`config.mk`:
```
export PLATFORM = sky130hd
export DESIGN_NAME = apb_regbank_flat
export DESIGN_NICKNAME = d
export VERILOG_FILES = /design/src/rtl/apb_regbank_if.sv /design/src/rtl/apb_regbank.sv /design/src/flat_wrapper.sv
export SDC_FILE = /design/constraint.sdc
export NUM_CORES = 1
export LEC_CHECK = 0
export ABC_AREA = 1
export BUFFER_PORTS_ARGS = -buffer_cell sky130_fd_sc_hd__buf_4
export CORE_MARGIN = 2
export CORE_UTILIZATION = 51
export DETAILED_ROUTE_END_ITERATION = 16
export HOLD_SLACK_MARGIN = 0.06
export PLACE_DENSITY = 0.81
export SYNTH_ARGS = -nofsm -noshare
export SYNTH_HDL_FRONTEND = slang
export SYNTH_SLANG_ARGS = --single-unit
```
`constraint.sdc`:
```
create_clock -name pclk -period 4.23 [get_ports pclk]
set_clock_uncertainty 0.15 [all_clocks]
set_input_delay 0.846 -clock pclk [delete_from_list [all_inputs] [get_ports pclk]]
set_output_delay 0.846 -clock pclk [all_outputs]
set_load 0.02 [all_outputs]
```
`src/rtl/apb_regbank_if.sv`:
```
// APB bus bundle between master and the apb_regbank slave.
interface apb_regbank_if #(
  parameter int unsigned ADDR_W = 4,
  parameter int unsigned DATA_W = 8
);
  logic                  psel;
  logic                  penable;
  logic                  pwrite;
  logic [ADDR_W-1:0]     paddr;
  logic [DATA_W-1:0]     pwdata;
  logic [DATA_W/8-1:0]   pstrb;
  logic [DATA_W-1:0]     prdata;
  logic                  pready;
  logic                  pslverr;

  modport master (
    output psel, penable, pwrite, paddr, pwdata, pstrb,
    input  prdata, pready, pslverr
  );

  modport slave (
    input  psel, penable, pwrite, paddr, pwdata, pstrb,
    output prdata, pready, pslverr
  );
endinterface

```
`src/rtl/apb_regbank.sv`:
```
// Parametrised APB slave register bank with wait states, read-only status
// mapping and error responses. Optional byte strobes under APB_PSTRB_EN.
module apb_regbank #(
  parameter int unsigned          DATA_W      = 8,
  parameter int unsigned          NUM_REGS    = 4,
  parameter int unsigned          ADDR_W      = 4,
  parameter int unsigned          WAIT_STATES = 0,
  parameter logic [NUM_REGS-1:0]  RO_MASK     = '0,
  parameter logic [DATA_W-1:0]    RESET_VAL   = '0
) (
  input  logic                        pclk,
  input  logic                        presetn,
  apb_regbank_if.slave                bus,
  output logic [NUM_REGS*DATA_W-1:0]  reg_out,
  input  logic [NUM_REGS*DATA_W-1:0]  hw_in
);

  localparam int unsigned CNT_W = 4;

  typedef enum logic [1:0] {IDLE, SETUP, ACCESS} state_t;

  state_t              r_state;
  state_t              w_phase;
  logic [CNT_W-1:0]    r_cnt;
  logic [DATA_W-1:0]   r_regs [NUM_REGS];

  logic [NUM_REGS-1:0] w_sel;
  logic                w_addr_bad;
  logic                w_ro_hit;
  logic                w_done;
  logic                w_proto_err;
  logic                w_err;
  logic [DATA_W-1:0]   w_rdata;
  logic [DATA_W-1:0]   w_wmask;
  logic                w_unused;

  // An IDLE cycle that carries a setup request is the setup phase itself,
  // so a zero-wait transfer completes in the very next cycle.
  always_comb begin
    w_phase = r_state;
    if (r_state == IDLE && bus.psel && !bus.penable) begin
      w_phase = SETUP;
    end
  end

  assign w_done      = (r_state == ACCESS) && bus.psel && (r_cnt == '0);
  assign w_proto_err = (r_state == IDLE) && bus.psel && bus.penable;

  // Address decode and read mux; an unmatched address leaves w_rdata at 0.
  always_comb begin
    w_sel    = '0;
    w_ro_hit = 1'b0;
    w_rdata  = '0;
    for (int i = 0; i < NUM_REGS; i++) begin
      w_sel[i] = (bus.paddr == ADDR_W'(i));
      if (w_sel[i]) begin
        w_ro_hit = RO_MASK[i];
        w_rdata  = RO_MASK[i] ? hw_in[i*DATA_W +: DATA_W] : r_regs[i];
      end
    end
  end

  assign w_addr_bad = ~|w_sel;
  assign w_err      = w_addr_bad | (bus.pwrite & w_ro_hit);

`ifdef APB_PSTRB_EN
  always_comb begin
    w_wmask = '0;
    for (int b = 0; b < DATA_W/8; b++) begin
      w_wmask[b*8 +: 8] = {8{bus.pstrb[b]}};
    end
  end
`else
  assign w_wmask = '1;
`endif

  assign bus.pready  = w_done | w_proto_err;
  assign bus.pslverr = (w_done & w_err) | w_proto_err;
  assign bus.prdata  = (w_done && !bus.pwrite) ? w_rdata : '0;

  // Transfer sequencing, wait counter and register storage.
  always_ff @(posedge pclk or negedge presetn) begin
    if (!presetn) begin
      r_state <= IDLE;
      r_cnt   <= '0;
      for (int i = 0; i < NUM_REGS; i++) begin
        r_regs[i] <= RESET_VAL;
      end
    end else begin
      case (w_phase)
        IDLE: begin
          r_state <= IDLE;
        end
        SETUP: begin
          r_state <= ACCESS;
          r_cnt   <= CNT_W'(WAIT_STATES);
        end
        ACCESS: begin
          if (!bus.psel) begin
            r_state <= IDLE;
          end else if (r_cnt != '0) begin
            r_cnt <= r_cnt - CNT_W'(1);
          end else begin
            r_state <= bus.penable ? IDLE : SETUP;
          end
        end
        default: begin
          r_state <= IDLE;
        end
      endcase

      for (int i = 0; i < NUM_REGS; i++) begin
        if (w_done && bus.pwrite && !w_err && w_sel[i] && !RO_MASK[i]) begin
          r_regs[i] <= (r_regs[i] & ~w_wmask) | (bus.pwdata & w_wmask);
        end
      end
    end
  end

  for (genvar g = 0; g < NUM_REGS; g++) begin : g_out
    assign reg_out[g*DATA_W +: DATA_W] = r_regs[g];
  end

  // hw_in slices of writable registers and, without strobes, pstrb are unused.
  assign w_unused = ^{bus.pstrb, hw_in};

endmodule

```
`src/flat_wrapper.sv`:
```
// flat-port wrapper written by rule: the top's interface ports become plain ports
module apb_regbank_flat 
#(
  parameter int unsigned          DATA_W      = 8,
  parameter int unsigned          NUM_REGS    = 4,
  parameter int unsigned          ADDR_W      = 4,
  parameter int unsigned          WAIT_STATES = 0,
  parameter logic [NUM_REGS-1:0]  RO_MASK     = '0,
  parameter logic [DATA_W-1:0]    RESET_VAL   = '0
)
  (pclk, presetn, reg_out, hw_in, bus_psel, bus_penable, bus_pwrite, bus_paddr, bus_pwdata, bus_pstrb, bus_prdata, bus_pready, bus_pslverr);
  apb_regbank_if #(.ADDR_W(ADDR_W), .DATA_W(DATA_W)) bus_i ();
  input  logic pclk;
  input  logic presetn;
  output logic [NUM_REGS*DATA_W-1:0] reg_out;
  input  logic [NUM_REGS*DATA_W-1:0] hw_in;
  input wire logic [$bits(bus_i.psel)-1:0] bus_psel;
  input wire logic [$bits(bus_i.penable)-1:0] bus_penable;
  input wire logic [$bits(bus_i.pwrite)-1:0] bus_pwrite;
  input wire logic [$bits(bus_i.paddr)-1:0] bus_paddr;
  input wire logic [$bits(bus_i.pwdata)-1:0] bus_pwdata;
  input wire logic [$bits(bus_i.pstrb)-1:0] bus_pstrb;
  output wire logic [$bits(bus_i.prdata)-1:0] bus_prdata;
  output wire logic [$bits(bus_i.pready)-1:0] bus_pready;
  output wire logic [$bits(bus_i.pslverr)-1:0] bus_pslverr;
  assign bus_i.psel = bus_psel;
  assign bus_i.penable = bus_penable;
  assign bus_i.pwrite = bus_pwrite;
  assign bus_i.paddr = bus_paddr;
  assign bus_i.pwdata = bus_pwdata;
  assign bus_i.pstrb = bus_pstrb;
  assign bus_prdata = bus_i.prdata;
  assign bus_pready = bus_i.pready;
  assign bus_pslverr = bus_i.pslverr;
  apb_regbank #(.DATA_W(DATA_W), .NUM_REGS(NUM_REGS), .ADDR_W(ADDR_W), .WAIT_STATES(WAIT_STATES), .RO_MASK(RO_MASK), .RESET_VAL(RESET_VAL)) u_core (.pclk(pclk), .presetn(presetn), .bus(bus_i), .reg_out(reg_out), .hw_in(hw_in));
endmodule
```
==> flow_summary.ini, run 1 <==
[power]
p_comb_share_pct = 36.5
clockPowerShare_pct = 22.0
switching_power_uw = 455
vdd_drop_max_uv = 282
powerDensity_nw_per_um2 = 440
switching_share_pct = 38.5
power_mw = 1.18
internal_power_uw = 725
seqPwrFrac_pct = 41.5
p_leak_nw = 1.42

[clock_network]
cts_root_buffer = clkbuf_8
path_clk_slew_ns = 0.08
cts_setup_buffers = 0
htree_levels = 2
clock-sinks = 38
cts_tree = built
clkLatencyLatePin_ns = 0.30
hold_buffers = 0
numCtsBuffers = 5
cts_resized = 0
clockBufferDepth = 2

[timing]
worst-slew-pin-transition_ns = 0.703
finalSetupTns_ns = 0
hold_viol_final = 0
fin_crit_sh_pct = 79.3
finalMaxSlewViolations = 0
clock.fmax_ghz = 0.298
finalSetupViolCount = 0
rsz0062_at_grt = false
period_needed_ns = 3.36
slew_headroom_pct = 53.0

[setup_path]
end_kind = primary output
startpoint_type = register
cp_num_buf_inv = 2
crit_cells = 7
cp.arrival_ns = 2.36
r2r_cells = 8
critPathKind = register to primary output
max_stage_delay_ns = 0.58
crit_chain = inv_1, ha_1, nand3_1, nor2_4, nand4_1, nor2_1, buf_4
cp.required_ns = 3.23
path_max_fanout = 33
cp_slowest_cell = nor2_4
path_delay_family = simple AND/OR/NAND/NOR gates

[layout]
num-fill-cells = 349
num-nets-final = 389
multi_input_area_sq_um = 1040
areaGrowthSynthToFinish_pct = 25.7
drive_above_1_share_pct = 24.0
final-seq-area_sq_um = 951
antenna_cells = 0

[grt]
antenna_found_initial = 0
grt_pass1_vias = 1891
grt-ovfl-total = 0
grt_pass1_wl_mm = 9.49
grtUsageTotal_pct = 27.6
grt_max_degree = 39

[logic_synthesis]
syn_area_per_cell_sq_um = 7.58
syn_inst = 281
synth_flop_cell = dfrtp_1
synthTopCellsByCount = nand2_1 (94), nand4_1 (40), dfrtp_1 (38)
synth-edff-count = 0
ys_warn_count = 0
syn-cell-area_sq_um = 2130
synth_top_cell_area_share_pct = 44.6
yosysMostFrequentCell = nand2_1
async_flop_share_pct = 100
ys_types = 20
ys_seq_area_share_pct = 44.6
synth_area_leaders = dfrtp_1 (45%), nand2_1 (17%), nand4_1 (12%)
netlist.top_cell.by_area = dfrtp_1
ys_ff_latch = 38
syn_nets = 333

[run_status]
status = complete, no violations

[flow_run]
max_cap_viol_count = 0

[placement]
routabilityCongestion = 0.859
port_buffers = 58
hpwl_mm = 4.17

[drt]
finalWirelength_mm = 5.86
wl_per_cell_um = 15.1
drt_iter0_drc = 159
vias = 2168
routed_via_density = 5.59
drc = 0
first_pass_iters = 4
postRouteAntennaNets = 0

[floorplan]
dieArea_sq_um = 4710
core_area_sq_um = 4000
die_h_um = 68.6
std_cell_rows = 23
die_w_um = 68.6
initial_core_util_pct = 53.3
io_pins = 92

[min_path]
min_path_type = input port to asynchronous set/reset pin
metal layers:
metal / global-route usage, % / wire (um) / vias to the layer above
li1: - / - / 1050
met1: 39.3 / 2450 / 1019
met2: 42.2 / 2760 / 84
met3: 3.90 / 449 / 15
met4: 11.3 / 191 / 0
met5: 0 / 0 / -
per-stage QoR:
| stage | utilization, % | area (sq um) | setup WS [ns] | hold slack, ns | instances |
|---|---|---|---|---|---|
| final | 67.0 | 2680 | 0.874 | 0.351 | 388 |
| after global routing | 67.0 | 2680 | 0.652 | 0.370 | 388 |
| after CTS | 67.0 | 2680 | 0.920 | 0.353 | 388 |
| after detailed placement | 64.7 | 2590 | 0.981 | 0.335 | 380 |
| after global placement | 64.7 | 2590 | 0.997 | 0.336 | 380 |
| after floorplan | - | 2130 | 1.47 | 0.350 | 281 |
final timing paths:
kind,start,endpoint,slack [ns]
max,u_core.r_cnt[0]$_DFFE_PN0P_,bus_prdata[0],0.87
min,presetn,u_core.r_state[0]$_DFFE_PN0P_,0.35
max reg2reg,u_core.r_cnt[0]$_DFFE_PN0P_,u_core.reg_out[13]$_DFFE_PN0P_,1.76
min reg2reg,u_core.reg_out[16]$_DFFE_PN0P_,u_core.reg_out[16]$_DFFE_PN0P_,0.35
max in group asynchronous,presetn,u_core.reg_out[21]$_DFFE_PN0P_,3.22
min in group pclk,u_core.reg_out[16]$_DFFE_PN0P_,u_core.reg_out[16]$_DFFE_PN0P_,0.35
logic make-up after synthesis:
| kind of cell | count (synthesis) | share of synthesized area, % |
|---|---|---|
| flip-flops | 38 | 44.6 |
| AND/OR/NAND/NOR | 203 | 46.5 |
| buffers and inverters | 33 | 6.52 |
| adder cells (fa/ha/maj) | 2 | 1.17 |
| AO/OA/AOI/OAI | 5 | 1.17 |
state kept, by name, summed over array words and instances, names as in the netlist:
signal,count
u_core.r_cnt,4
u_core.r_state,2
u_core.reg_out,32
cells in the final DEF, fill, tap and decap left out, types with 3 or more instances in the layout:
| cell | count |
|---|---|
| nand2_1 | 94 |
| buf_4 | 60 |
| nand4_1 | 40 |
| dfrtp_1 | 38 |
| nor2_1 | 28 |
| inv_1 | 20 |
| nand3_1 | 14 |
| nand3b_1 | 14 |
| clkbuf_8 | 6 |
| o21ai_0 | 4 |
| nor2_4 | 3 |
| nor2_2 | 3 |
| or2_2 | 3 |
power by group through the flow:
stage	logic (mW)	registers (mW)	clock network, mW
final	0.431	0.490	0.259
after global routing	0.481	0.498	0.279
after CTS	0.431	0.489	0.263
after detailed placement	0.430	0.495	0
after global placement	0.420	0.494	0
after floorplan	0.214	0.542	0
cell type report:
class / instances / area share (%)
Clock buffer: 7 / 3.22
Clock inverter: 1 / 0.187
Inverter: 22 / 3.08
Multi-Input combinational cell: 210 / 38.9
Sequential cell: 38 / 35.5
Tap cell: 50 / 2.34
Timing Repair Buffer: 60 / 16.8
No activity file was read; power rests on OpenSTA's default activity.
==> run 2, diff against run 1 <==
Settings changed: ABC_AREA 1 to 0, CORE_UTILIZATION 51 to 46, PLACE_DENSITY 0.81 to 0.76.
Clock period 4.23 ns to 3.45 ns, I/O delays scaled along.
==> flow_summary.ini, run 2 <==
[run_status]
status = complete, no violations

[setup_path]
r2r_setup_slack_ns = 1.28
cp.required_ns = 2.61
startpoint_type = input port
cp.arrival_ns = 2.34
path_max_fanout = 8
reg2reg_to = u_core.reg_out[16]$_DFFE_PN0P_
critPathKind = input port to primary output
r2r_cells = 5
r2r-start = u_core.r_cnt[0]$_DFFE_PN0P_
end_kind = primary output

[timing]
period_needed_ns = 3.18
fin_crit_sh_pct = 92.2
finalSetupViolCount = 0
finalSetupTns_ns = 0
clock.fmax_ghz = 0.314
worst-slew-pin-transition_ns = 0.703
finalMaxSlewViolations = 0
slew_headroom_pct = 52.8
hold_viol_final = 0
rsz0062_at_grt = false

[placement]
routabilityCongestion = 0.739
hpwl_mm = 2.93
placed_cell_area_sq_um = 2370
port_buffers = 58

[logic_synthesis]
ys_ff_latch = 38
syn_nets = 182
syn-cell-area_sq_um = 1910
netlist.top_cell.by_area = dfrtp_1
syn_area_per_cell_sq_um = 14.7
synth_area_leaders = dfrtp_1 (50%), mux2_4 (13%), mux2_2 (9.4%)
synthTopCellsByCount = dfrtp_1 (38), mux2_2 (16), mux2_4 (16)
async_flop_share_pct = 100
synth_flop_cell = dfrtp_1
ys_types = 25
syn_inst = 130
synth-edff-count = 0
ys_seq_area_share_pct = 49.8
synth_top_cell_area_share_pct = 49.8
ys_warn_count = 0
yosysMostFrequentCell = dfrtp_1

[drt]
drt_iter0_drc = 34
first_pass_iters = 4
postRouteAntennaNets = 0
routed_via_density = 5.44
wl_per_cell_um = 17.4
drc = 0
vias = 1311
finalWirelength_mm = 4.19

[power]
p_leak_nw = 1.26
powerDensity_nw_per_um2 = 416
vdd_drop_max_uv = 249

[floorplan]
die_h_um = 68.4
initial_core_util_pct = 47.7
std_cell_rows = 23
die_w_um = 68.4
io_pins = 92
core_area_sq_um = 4000
dieArea_sq_um = 4680

[grt]
grt_pass1_vias = 1329
grt_pass1_wl_mm = 6.71
grt-ovfl-total = 0
grtUsageTotal_pct = 20.1
antenna_found_initial = 0
grt_max_degree = 39

[clock_network]
clkLatencyLatePin_ns = 0.28
clockBufferDepth = 2
path_clk_slew_ns = 0.07
clock-sinks = 38
cts_tree = built
hold_buffers = 0
cts_setup_buffers = 0
numCtsBuffers = 5
htree_levels = 2
cts_resized = 0
cts_root_buffer = clkbuf_8

[layout]
multi_input_area_sq_um = 901
areaGrowthSynthToFinish_pct = 29.0
stdcell_area_sq_um = 2460
num-nets-final = 242
num-fill-cells = 312
final-seq-area_sq_um = 951
final_cell_mix = buf_4 (58), dfrtp_1 (38), mux2_2 (16), mux2_4 (16)
antenna_cells = 0
largest_reg_flops = 32
drive_above_1_share_pct = 59.2
final_common_cell = buf_4

[min_path]
min_path_type = input port to asynchronous set/reset pin

[flow_run]
max_cap_viol_count = 0
## run 2: cell types whose count changed after synthesis, moves of 9 or more
cell and delta:
nor2_1 -22, nand4_1 -40, inv_1 -14, nand3b_1 -14, nand3_1 -9, nand2_1 -91
mux2_4 +16, mux2_2 +16
## run 2: worst max path at each step
stage	endpoint	startpoint	slack (ns)
floorplan	bus_prdata[0]	bus_psel	0.50
global placement	bus_prdata[1]	bus_psel	0.29
detailed placement	bus_prdata[1]	bus_psel	0.27
CTS	bus_prdata[1]	bus_psel	0.27
global route	bus_prdata[5]	bus_psel	0.19
finish	bus_prdata[1]	bus_psel	0.27
## run 2: final cells by class
type / instances / share of cell area [%]
sequential: 38 / 38.6
multi-input combinational: 81 / 36.6
timing repair buffer: 58 / 17.7
clock buffer: 7 / 3.50
tap: 50 / 2.54
inverter: 6 / 0.914
clock inverter: 1 / 0.203
## run 2: power by group
part,internal [mW],switching [mW]
registers,0.479,0.0277
clock network,0.161,0.148
logic,0.109,0.0994
total,0.749,0.275
## run 2: stage by stage
step	util, %	instances	total power [mW]	worst slack, ns	hold slack, ns
2_1_floorplan	-	130	0.626	0.500	0.244
3_3_place_gp	59.3	233	0.717	0.285	0.363
3_5_place_dp	59.3	233	0.724	0.273	0.369
4_1_cts	61.6	241	1.04	0.271	0.221
5_1_grt	61.6	241	1.07	0.194	0.235
6_report	61.6	241	1.02	0.270	0.206
## run 2: logic make-up (layout without fill, tap and decap cells)
family | Yosys count | count (layout) | share of synthesized area (%)
simple gates | 33 | 33 | 12.4
buf+inv | 11 | 72 | 3.01
compound gates | 4 | 4 | 1.11
flops | 38 | 38 | 49.8
xor+xnor | 2 | 2 | 0.918
fa+ha+maj | 2 | 2 | 1.31
mux | 40 | 40 | 31.5
## run 2: routing by layer
layer  share of wire (%)  track usage, %  vias up  routed length, um
met4                0.95            5.25        0                 40
met1                  46            28.7      669               1940
met5                   0               0        -                  0
li1                    -               -      588                  -
met2                  47            30.8       49               1960
met3                 6.1            4.77        5                256
## run 2: worst max-delay path, stage by stage
cell and delay (ns):
buf_4 0.09, and3b_2 0.26, nand3_4 0.15, or4_2 0.75, nor2b_1 0.23, buf_4 0.17
==> run 3, diff against run 2 <==
--- a/config.mk
+++ b/config.mk
@@ -8,9 +8,10 @@
 export ABC_AREA = 0
 export BUFFER_PORTS_ARGS = -buffer_cell sky130_fd_sc_hd__buf_4
+export CORE_ASPECT_RATIO = 0.5
 export CORE_MARGIN = 2
-export CORE_UTILIZATION = 46
+export CORE_UTILIZATION = 49
 export DETAILED_ROUTE_END_ITERATION = 16
 export HOLD_SLACK_MARGIN = 0.06
-export PLACE_DENSITY = 0.76
+export PLACE_DENSITY = 0.8
 export SYNTH_ARGS = -nofsm -noshare
 export SYNTH_HDL_FRONTEND = slang
==> constraint.sdc (replaced) <==
create_clock -name pclk -period 4 [get_ports pclk]
set_clock_uncertainty 0.15 [all_clocks]
set_input_delay 0.2 -clock pclk [delete_from_list [all_inputs] [get_ports pclk]]
set_output_delay 0.2 -clock pclk [all_outputs]
set_load 0.02 [all_outputs]
==> flow_summary.ini, run 3 (same netlist as run 2, synthesis figures left out) <==
[timing]
clock.fmax_ghz = 0.380
hold_viol_final = 0
fin_crit_sh_pct = 65.8
rsz0062_at_grt = false
finalMaxSlewViolations = 0
slew_headroom_pct = 56.2
period_needed_ns = 2.63
finalSetupTns_ns = 0
worst-slew-pin-transition_ns = 0.651
finalSetupViolCount = 0

[drt]
drt_iter0_drc = 46
finalWirelength_mm = 4.29
vias = 1311
first_pass_iters = 4
drc = 0
wl_per_cell_um = 17.0
postRouteAntennaNets = 0
routed_via_density = 5.20

[setup_path]
startpoint_type = register
path_max_fanout = 8
end_kind = primary output
cp.required_ns = 3.65
critPathKind = register to primary output
cp.arrival_ns = 2.28

[layout]
final_common_cell = buf_4
fin_cells = 252
drive_above_1_share_pct = 56.7
antenna_cells = 0
areaGrowthSynthToFinish_pct = 35.3
num-fill-cells = 249
final_cell_mix = buf_4 (58), dfrtp_1 (38), mux2_2 (16), mux2_4 (16), dlygate4sd3_1 (10)
largest_reg_flops = 32
num-nets-final = 252

[floorplan]
die_h_um = 48.1
die_w_um = 92.3
core_area_sq_um = 3580
io_pins = 92
initial_core_util_pct = 53.3
std_cell_rows = 15
dieArea_sq_um = 4440

[clock_network]
clock-sinks = 38
htree_levels = 2
clkLatencyLatePin_ns = 0.29
cts_tree = built
cts_root_buffer = clkbuf_8
numCtsBuffers = 5
path_clk_slew_ns = 0.07
clockBufferDepth = 2

[placement]
port_buffers = 58
routabilityCongestion = 0.882
hpwl_mm = 2.82
place_inst = 234

[run_status]
status = complete, no violations

[grt]
antenna_found_initial = 0
grt-ovfl-total = 0
grt_max_degree = 39
grt_pass1_wl_mm = 6.42
grtUsageTotal_pct = 20.0
grt_pass1_vias = 1313

[power]
powerDensity_nw_per_um2 = 359
vdd_drop_max_uv = 226
p_leak_nw = 1.31

[flow_run]
max_cap_viol_count = 0

[min_path]
min_path_type = input port to register
-- run 3: layout make-up --
cell class,count,area (sq um),area share (%)
clock buffer,8,110,4.26
inverter,6,22.5,0.872
multi-input combinational,81,901,34.9
sequential,38,951,36.8
tap,51,63.8,2.47
timing repair buffer,68,536,20.7
-- run 3: per-stage QoR --
stage          worst slack [ns]  hold WS (ns)  util [%]  area [sq um]  total power, mW
6_report                   1.37         0.168      72.1          2580            0.929
5_1_grt                    1.28         0.186      72.1          2580            0.964
4_1_cts                    1.36         0.168      72.1          2580            0.933
3_5_place_dp               1.68        0.0421      66.2          2370            0.623
3_3_place_gp               1.71        0.0389      66.2          2370            0.619
2_1_floorplan              1.81        -0.246         -          1910            0.540
-- run 3: worst max-delay path, cell delays in order (launching register included) --
cell	delay, ns
dfrtp_1	0.38
inv_1	0.11
ha_1	0.23
nand3_4	0.15
or4_2	0.73
nor2b_1	0.21
buf_4	0.17
-- run 3: worst paths after layout --
| path | end | startpoint | slack (ns) | cells past startpoint |
|---|---|---|---|---|
| max | bus_prdata[7] | u_core.r_cnt[0]$_DFFE_PN0P_ | 1.37 | 6 |
| min | u_core.r_cnt[2]$_DFFE_PN0P_ | bus_psel | 0.17 | 4 |
| max reg2reg | u_core.reg_out[21]$_DFFE_PN0P_ | u_core.r_cnt[0]$_DFFE_PN0P_ | 1.86 | 5 |
| min reg2reg | u_core.reg_out[19]$_DFFE_PN0P_ | u_core.reg_out[19]$_DFFE_PN0P_ | 0.38 | 1 |
| max in group asynchronous | u_core.reg_out[5]$_DFFE_PN0P_ | presetn | 3.08 | 2 |
| min in group asynchronous | u_core.reg_out[29]$_DFFE_PN0P_ | presetn | 0.27 | 2 |
-- run 3: repair_timing --
| item | 4_1_cts | 5_1_grt |
|---|---|---|
| gates resized for setup | 0 | 0 |
| hold buffers | 10 | 0 |
| setup buffers | 0 | 0 |
| endpoints found under the hold margin | 71 | 0 |
-- run 3: report_power, final --
group	internal [mW]	switching (mW)	total, mW	leakage (nW)
clock	0.174	0.131	0.305	0.0575
sequential	0.413	0.0237	0.437	0.519
combinational	0.100	0.0873	0.187	0.736
-- run 3: routing by layer --
layer	vias to the layer above	global-route usage [%]	wire (um)
met3	5	3.09	123
met4	0	7.46	36
met5	-	0	0
met2	24	39.9	2290
li1	609	-	-
met1	673	23.5	1840
